<file path="src/rtl/mask_pkg.sv">
// Shared types and widths for the mask frame sequencer.
package mask_pkg;

    localparam int THR_W  = 32;
    localparam int FCNT_W = 16;
    localparam int FG_W   = 20;

    typedef enum logic [2:0] {
        IDLE,
        ARM,
        SCAN,
        DRAIN,
        DONE
    } state_t;

    // Saturating increment so the foreground count sticks at all-ones instead of wrapping.
    function automatic logic [FG_W-1:0] sat_inc(input logic [FG_W-1:0] v, input logic en);
        return (en && (v != '1)) ? v + 1'b1 : v;
    endfunction

endpackage

</file>
<file path="src/rtl/mask_scan_ctrl_if.sv">
// Pixel-side bundle between the scan sequencer, sync controller and mask generator.
interface mask_scan_ctrl_if #(
    parameter int CW = 10
);

    logic                       pix_ready;
    logic                       read;
    logic [CW-1:0]              sync_x;
    logic [CW-1:0]              sync_y;
    logic [mask_pkg::THR_W-1:0] threshold;
    logic                       mg_valid;
    logic                       mg_mask;

    modport master (
        input  pix_ready, mg_valid, mg_mask,
        output read, sync_x, sync_y, threshold
    );

    modport slave (
        output pix_ready, mg_valid, mg_mask,
        input  read, sync_x, sync_y, threshold
    );

endinterface

</file>
<file path="src/rtl/mask_raster_cnt.sv">
// Raster x/y position counter: clear, advance-on-read and last-pixel flag.
module mask_raster_cnt #(
    parameter int H_ACTIVE = 640,
    parameter int V_ACTIVE = 480,
    parameter int CW       = 10
) (
    input  logic          clk_25,
    input  logic          rst,
    input  logic          clr,
    input  logic          adv,
    output logic [CW-1:0] x,
    output logic [CW-1:0] y,
    output logic          last
);

    localparam logic [CW-1:0] X_MAX = CW'(H_ACTIVE - 1);
    localparam logic [CW-1:0] Y_MAX = CW'(V_ACTIVE - 1);

    logic [CW-1:0] x_reg;
    logic [CW-1:0] y_reg;

    assign x    = x_reg;
    assign y    = y_reg;
    assign last = (x_reg == X_MAX) && (y_reg == Y_MAX);

    always_ff @(posedge clk_25 or posedge rst) begin
        if (rst) begin
            x_reg <= '0;
            y_reg <= '0;
        end else if (clr) begin
            x_reg <= '0;
            y_reg <= '0;
        end else if (adv) begin
            if (x_reg == X_MAX) begin
                x_reg <= '0;
                // Wrapping off the final pixel leaves the counter parked at the origin.
                y_reg <= last ? '0 : y_reg + 1'b1;
            end else begin
                x_reg <= x_reg + 1'b1;
            end
        end
    end

endmodule

</file>
<file path="src/rtl/mask_scan_ctrl.sv">
// Frame sequencer for the mask generator: raster walk, frame-stable threshold, completion stats.
// Optional foreground statistics enabled by defining MASK_SCAN_STATS_EN.
module mask_scan_ctrl
    import mask_pkg::*;
#(
    parameter int H_ACTIVE = 640,
    parameter int V_ACTIVE = 480,
    parameter int CW       = 10
) (
    input  logic              clk_25,
    input  logic              rst,
    input  logic              start,
    input  logic              abort,
    input  logic [THR_W-1:0]  thr_in,
    input  logic              thr_we,
    mask_scan_ctrl_if.master  pix,
    output logic              busy,
    output logic              frame_done,
    output logic [FCNT_W-1:0] frame_cnt,
    output logic [FG_W-1:0]   fg_count
);

    state_t             state_reg;
    state_t             state_next;
    logic [THR_W-1:0]   pending_reg;
    logic [THR_W-1:0]   thr_reg;
    logic [FCNT_W-1:0]  frame_cnt_reg;
    logic               rd;
    logic               cnt_clr;
    logic               abort_act;
    logic               last_pix;
    logic               frame_commit;
    logic [CW-1:0]      x_pos;
    logic [CW-1:0]      y_pos;

    assign abort_act    = abort && (state_reg != IDLE);
    // Abort also suppresses the strobe in its own cycle so no pixel is consumed mid-cancel.
    assign rd           = (state_reg == SCAN) && pix.pix_ready && !abort;
    assign cnt_clr      = (state_reg == ARM) || abort_act;
    assign frame_commit = (state_reg == DRAIN) && !abort;

    mask_raster_cnt #(
        .H_ACTIVE (H_ACTIVE),
        .V_ACTIVE (V_ACTIVE),
        .CW       (CW)
    ) u_raster (
        .clk_25 (clk_25),
        .rst    (rst),
        .clr    (cnt_clr),
        .adv    (rd),
        .x      (x_pos),
        .y      (y_pos),
        .last   (last_pix)
    );

    always_ff @(posedge clk_25 or posedge rst) begin
        if (rst) begin
            state_reg <= IDLE;
        end else begin
            state_reg <= state_next;
        end
    end

    always_comb begin
        state_next = state_reg;
        case (state_reg)
            IDLE:    if (start) state_next = ARM;
            ARM:     state_next = SCAN;
            SCAN:    if (rd && last_pix) state_next = DRAIN;
            DRAIN:   state_next = DONE;
            DONE:    state_next = IDLE;
            default: state_next = IDLE;
        endcase
        if (abort_act) begin
            state_next = IDLE;
        end
    end

    // Results are committed on the way into DONE so they are already visible during the pulse.
    always_ff @(posedge clk_25 or posedge rst) begin
        if (rst) begin
            pending_reg   <= '0;
            thr_reg       <= '0;
            frame_cnt_reg <= '0;
        end else begin
            if (thr_we) begin
                pending_reg <= thr_in;
            end
            if (state_reg == ARM) begin
                thr_reg <= pending_reg;
            end
            if (frame_commit) begin
                frame_cnt_reg <= frame_cnt_reg + 1'b1;
            end
        end
    end

`ifdef MASK_SCAN_STATS_EN
    logic [FG_W-1:0] acc_reg;
    logic [FG_W-1:0] acc_next;
    logic [FG_W-1:0] fg_reg;
    logic            fg_hit;

    assign fg_hit   = ((state_reg == SCAN) || (state_reg == DRAIN)) && pix.mg_valid && !pix.mg_mask;
    assign acc_next = sat_inc(acc_reg, fg_hit);

    always_ff @(posedge clk_25 or posedge rst) begin
        if (rst) begin
            acc_reg <= '0;
            fg_reg  <= '0;
        end else begin
            acc_reg <= (state_reg == ARM) ? '0 : acc_next;
            // The last pixel's result lands in DRAIN, so latch the updated sum.
            if (frame_commit) begin
                fg_reg <= acc_next;
            end
        end
    end

    assign fg_count = fg_reg;
`else
    logic unused_mg;
    assign unused_mg = pix.mg_valid ^ pix.mg_mask;
    assign fg_count  = '0;
`endif

    assign pix.read      = rd;
    assign pix.sync_x    = x_pos;
    assign pix.sync_y    = y_pos;
    assign pix.threshold = thr_reg;
    assign busy          = (state_reg != IDLE);
    assign frame_done    = (state_reg == DONE);
    assign frame_cnt     = frame_cnt_reg;

endmodule

</file>
<file path="src/flat_wrapper.sv">
// flat-port wrapper written by rule: the top's interface ports become plain ports
module mask_scan_ctrl_flat import mask_pkg::*;
#(
    parameter int H_ACTIVE = 640,
    parameter int V_ACTIVE = 480,
    parameter int CW       = 10
)
  (clk_25, rst, start, abort, thr_in, thr_we, busy, frame_done, frame_cnt, fg_count, pix_pix_ready, pix_mg_valid, pix_mg_mask, pix_read, pix_sync_x, pix_sync_y, pix_threshold);
  mask_scan_ctrl_if #(.CW(CW)) pix_i ();
  input  logic clk_25;
  input  logic rst;
  input  logic start;
  input  logic abort;
  input  logic [THR_W-1:0] thr_in;
  input  logic thr_we;
  output logic busy;
  output logic frame_done;
  output logic [FCNT_W-1:0] frame_cnt;
  output logic [FG_W-1:0] fg_count;
  input wire logic [$bits(pix_i.pix_ready)-1:0] pix_pix_ready;
  input wire logic [$bits(pix_i.mg_valid)-1:0] pix_mg_valid;
  input wire logic [$bits(pix_i.mg_mask)-1:0] pix_mg_mask;
  output wire logic [$bits(pix_i.read)-1:0] pix_read;
  output wire logic [$bits(pix_i.sync_x)-1:0] pix_sync_x;
  output wire logic [$bits(pix_i.sync_y)-1:0] pix_sync_y;
  output wire logic [$bits(pix_i.threshold)-1:0] pix_threshold;
  assign pix_i.pix_ready = pix_pix_ready;
  assign pix_i.mg_valid = pix_mg_valid;
  assign pix_i.mg_mask = pix_mg_mask;
  assign pix_read = pix_i.read;
  assign pix_sync_x = pix_i.sync_x;
  assign pix_sync_y = pix_i.sync_y;
  assign pix_threshold = pix_i.threshold;
  mask_scan_ctrl #(.H_ACTIVE(H_ACTIVE), .V_ACTIVE(V_ACTIVE), .CW(CW)) u_core (.clk_25(clk_25), .rst(rst), .start(start), .abort(abort), .thr_in(thr_in), .thr_we(thr_we), .pix(pix_i), .busy(busy), .frame_done(frame_done), .frame_cnt(frame_cnt), .fg_count(fg_count));
endmodule
</file>
<file path="config.mk">
export PLATFORM = sky130hd
export DESIGN_NAME = mask_scan_ctrl_flat
export DESIGN_NICKNAME = d
export VERILOG_FILES = /design/src/rtl/mask_pkg.sv /design/src/rtl/mask_scan_ctrl_if.sv /design/src/rtl/mask_raster_cnt.sv /design/src/rtl/mask_scan_ctrl.sv /design/src/flat_wrapper.sv
export SDC_FILE = /design/constraint.sdc
export NUM_CORES = 1
export LEC_CHECK = 0
export CAP_MARGIN = 20
export CORE_AREA = 2 2 118 85
export CTS_BUF_LIST = sky130_fd_sc_hd__clkbuf_4
export DETAILED_ROUTE_END_ITERATION = 8
export DIE_AREA = 0 0 120 87
export GPL_ROUTABILITY_DRIVEN = 1
export HOLD_SLACK_MARGIN = 0.03
export PLACE_DENSITY = 0.83
export SYNTH_ARGS = -nofsm -noshare
export SYNTH_HDL_FRONTEND = slang
export SYNTH_SLANG_ARGS = --single-unit
</file>
<file path="constraint.sdc">
create_clock -name clk_25 -period 5.05 [get_ports clk_25]
set_clock_uncertainty 0.1 [all_clocks]
set_input_delay 1.515 -clock clk_25 [delete_from_list [all_inputs] [get_ports clk_25]]
set_output_delay 1.515 -clock clk_25 [all_outputs]
set_load 0.01 [all_outputs]
</file>
; ---- Yosys cells after proc, flatten, opt, wreduce, memory -nomap -nowiden
; Cells that the tools add are included.
[word_totals]
latchBits = 0
mem_count = 0
in_bits = 40
reg_bits = 103
output_inout_bits = 91
ramBits = 0
word_cells = 42
mem_bits_ro = 0
[op_classes]
addsub = 3
magnitude_cmp = 0
div = 0
n_reduce_logical = 14
mul = 0
shift = 0
n_mux = 11
n_bitwise = 0
eq_ne = 8
[ops]
columns = operator, count
row1 = two-way mux 10 bit, 7
row2 = "adder 10 x 1 -> 10 bit, second input constant", 2
row3 = "adder 16 x 1 -> 16 bit, second input constant", 1
row4 = case mux 3 bit (4 select lines), 1
row5 = "== test 10 bit, second input constant", 1
row6 = "== test 10 x 9 -> 1 bit, second input constant", 1
row7 = two-way mux 3 bit, 3
row8 = "== test 3 x 2 -> 1 bit, second input constant", 2
row9 = logical AND 1 bit, 6
row10 = "!= test 3 x 2 -> 1 bit, second input constant", 2
row11 = AND reduction 2 bit, 2
row12 = nonzero test 2 bit, 2
row13 = "== test 3 x 1 -> 1 bit, second input constant", 1
row14 = "== test 3 bit, second input constant", 1
row15 = zero test 3 bit, 1
row16 = nonzero test 3 bit, 1
row17 = zero test 1 bit, 1
row18 = logical OR 1 bit, 1

; ---- Logic depth before layout (Yosys ltp)
[logic_depth]
word_depth = 7
ltp_mapped = 8
mapped_depth_nobuf = 6

; ---- Hierarchy
; Synthesis repeated with hierarchy kept, for this count alone.
[hier_totals]
cells_unflattened = 363
hier_area_um2 = 4579.4
[by_module_without_submodules]
columns = mod, area_per_inst_um2, n_inst, cells_per_inst, seq_area_each_um2
row1 = mask_scan_ctrl, 3433.3, 1, 240, 2077.0
row2 = mask_raster_cnt, 1146.1, 1, 123, 500.5

; ---- Least setup slack after synthesis
; Ideal clock, no wire load.
[synth_timing]
kind = input to output
startpoint = in pix_pix_ready
endpoint = out pix_read
path_buffers = 0
t_required_ns = 3.435
cell_stages = 3
t_arrival_ns = 1.907
slack_ns = 1.528
cell_sequence = nor2b_1 nand3_1 inv_1
[synth_via]
elab_chain_cells = 2
[synth_rtl]
columns = item, line_no
row1 = "start, declared", flat_wrapper.sv:20  ; input wire logic [$bits(pix_i.pix_ready)-1:0] pix_pix_ready;
row2 = logical AND 1 bit (2 in a row), mask_scan_ctrl.sv:38  ; assign rd = (state_reg == SCAN) && pix.pix_ready && !abort;
row3 = "end, declared", flat_wrapper.sv:23  ; output wire logic [$bits(pix_i.read)-1:0] pix_read;
; Every way passes these cells.

; ---- Final worst setup path
; Same ends and word-level chain as after synthesis.

==> impl_results.md <==
* Outcome: completed
* Minimum setup slack after placement at 0.4134 ns
* Antenna-violating nets left at 0
* Drt first-iter violations at roughly 140
* CP peak stage delay at about 0.54 ns
* DIE AREA at 10440 µm²
* Area contributors post-synth: dfrtp_1, mux2_2, buf_4
* Endpoints failing setup at 0
* First-pass GRT wire length at 14.68 mm
* Peak VDD IR at 0.0002505 V
* Hold Vio Cnt, Final at 0
* Leak at around 2.4 nW
* Kind of critical path: input pin to output port
* Int Power at 1.555 mW
* Crit. End Element: output port
* Worst Tran Pin Value at 0.5506 ns
* Ys async rst share at 1.000
* Nets at approximately 500
* FILL cells at roughly 800
* I/O pin total at approximately 130
* Ys Warns at 0
* Root Driver: clkbuf_4
* Final RePlAce weighted congestion at 0.8861
* Die Ht at 87 µm
* Sw frac at 0.3068
* Clock network power share at 0.168
* Slew HR at 0.6279
* Fin Setup TNS at 0 ns
* Yosys cell types at 47
* Number of port buffers at approximately 110
* PostCTS Resize Cnt at 0
* Final Cell Area at 5739 µm²
* Data required, critical path at 3.44 ns
* Flop and latch count out of synthesis at 103
* DR DRC count at 0
* Post-Syn Instances at roughly 350
* Mapped Area at between 4000 and 5000 µm²
* Sequential power share at 0.492
* Routed via count at 3004
* GRT overflow at 0
* Dominant synthesized flop cell: dfrtp_1
* Synth top area share at 0.5754
* CTS tree: yes
* Tot GR Track Use at 0.1794
* Skew-Pair Late Insertion Delay at 0.45 ns
* Final worst slack at 0.4069 ns
* Core area at 9422 µm²
* Vias in the first global route at between 2k and 3k
* Cell taking the most area after synthesis: dfrtp_1
* Synth Area per Inst at 12.76 µm²
* EDFF count, synth at 0
* Ant diodes at 0
* H-tree depth at 3
* CP Cell Sequence: clkdlybuf4s50_1 -> nor2b_1 -> nand3_1 -> inv_1 -> clkdlybuf4s50_1
* Layout area overhead at 28.13%
* Initial Util at 0.4754
* Slew Viols, Final at 0
* Crit start category: input pin
* WL per Instance at 14.98 µm
* Initial DRT Pass Iterations at 4
* Post-CTS setup buffers at 0
* Maxcap violations at 0
* PwrDens at 391.0 nW/µm²
* Sw power at 688.4 µW
* Critical Path Slowest Stage Cell: clkdlybuf4s50_1
* Final Cycle Share at 0.9194
* DRT Wirelength at 8.882 mm
* DIE WIDTH at 120 µm
* Combinational power share at 0.341
* Tmin final at 4.643 ns
* Fmax at 215.4 MHz
* Fin util at 0.6092
* Max Fanout on Critical Path at 4
* Seq/Total Area, Yosys at 0.5754
* Fraction of layout cells with a size suffix above 1 at 0.2043
* Deepest clock path buffer count at 2
* Via/cell ratio at 5.066
* Rows at 30
* Total CTS buffers at 9
* Maximum number of pins on one net before global-route repair at 87
* Hold WS at between 0.3 and 0.4 ns
* Hold crit path type: flop to flop
* Post-DP Area at 5604 µm²
* Unrepaired setup endpoints after global routing: no
* Initial antenna violation count at 0
* Hpwl dp at 6.180 mm
* CTS Hold Bufs at 0
* Clock slew at reported path FFs at 0.15 ns
* Clk sink count at 103
* FF-to-FF setup slack at 2.80 ns
* CP most frequent cell: clkdlybuf4s50_1
* Critical path arrival at 3.03 ns
-- cell families after synthesis --
kind of cell / synth area share
DFF: 0.5754
and+or+nand+nor: 0.1067
muxes: 0.1709
buffers and inverters: 0.05251
AOI/OAI and AO/OA: 0.04414
xor gates and xnor gates: 0.04106
adders and majority gates: 0.008381
other: 0.0008372
-- routing by layer --
layer / track usage / up-vias / share of wire
li1: - / 1423 / -
met1: 0.2283 / 1481 / 0.44
met2: 0.2929 / 91 / 0.48
met3: 0.06348 / 9 / 0.072
met4: 0.05134 / 0 / 0.010
met5: 0 / - / 0
-- layout by cell type (no fill, tap or decap), types with 2 or more instances in the layout --
cell type / n
nand2b_1: 2
a22o_1: 2
and4_1: 2
buf_4: 3
inv_1: 5
clkbuf_4: 9
o21ai_1: 2
nand3_1: 12
nor3_1: 6
nor3b_1: 2
clkinv_2: 3
o21ai_0: 6
mux2_2: 68
a31oi_1: 4
o31ai_1: 3
nor4_1: 2
clkinvlp_4: 2
or4_1: 2
dfrtp_1: 103
xnor2_1: 13
o211ai_1: 2
xor2_1: 8
a21oi_1: 4
nand4_1: 8
conb_1: 20
nor2_1: 20
and3_1: 3
inv_6: 2
clkdlybuf4s50_1: 108
ha_1: 3
nand2_1: 15
or3_1: 2
-- per-stage QoR --
step           power, mW  instances
6_report           2.244        593
5_1_grt            2.374        593
4_1_cts            2.273        592
3_5_place_dp       1.893        576
3_3_place_gp       1.864        576
2_1_floorplan      1.496        370
-- Yosys cell counts (2+ instances only) --
cell	count
o21ai_0	6
a22o_1	2
mux2_2	68
xor2_1	8
nor2_1	20
o31ai_1	3
nor3_1	6
and3_1	3
a21oi_1	4
o211ai_1	2
ha_1	3
clkbuf_1	5
and4_1	2
nand4_1	8
inv_1	6
or3_1	2
buf_4	23
nor4_1	2
nand2_1	15
o21ai_1	2
xnor2_1	13
dfrtp_1	103
buf_2	2
or4_1	2
nor3b_1	2
nand3_1	12
nand2b_1	2
buf_1	3
a31oi_1	4
-- critical path, delay by kind of cell --
kind / cells / cell delay, ns
AND/OR/NAND/NOR: 2 / 0.36
buffers and inverters: 3 / 1.15
-- final timing paths --
check | startpoint | endpoint | cells after the start
hold / removal | u_core.frame_cnt[15] | u_core.frame_cnt[15] | 1
min in group asynchronous | rst | u_core.pix.threshold[11] | 2
setup / recovery | pix_pix_ready | pix_read | 5
hold reg to reg | u_core.frame_cnt[15] | u_core.frame_cnt[15] | 1
setup reg to reg | u_core.state_reg[1] | u_core.u_raster.y[4] | 6
max in group asynchronous | rst | u_core.pix.threshold[31] | 3
-- power by group through the flow --
| stage | registers, mW | clock network (mW) | logic [mW] |
|---|---|---|---|
| after global routing | 1.13 | 0.425 | 0.819 |
| final | 1.10 | 0.377 | 0.764 |
| after CTS | 1.11 | 0.391 | 0.774 |
| after floorplan | 1.17 | 0 | 0.324 |
| after detailed placement | 1.12 | 0 | 0.770 |
| after global placement | 1.11 | 0 | 0.753 |
-- cell type report --
| type | instances | area [µm²] | area share |
|---|---|---|---|
| Sequential cell | 103 | 2577 | 0.4491 |
| Multi-Input combinational cell | 228 | 1738 | 0.3028 |
| Timing Repair Buffer | 112 | 1124 | 0.1958 |
| Tap cell | 128 | 160.2 | 0.02791 |
| Clock buffer | 9 | 67.56 | 0.01177 |
| Clock inverter | 7 | 47.55 | 0.008284 |
| Inverter | 6 | 25.02 | 0.004360 |
No activity file was read; power rests on OpenSTA's default activity.
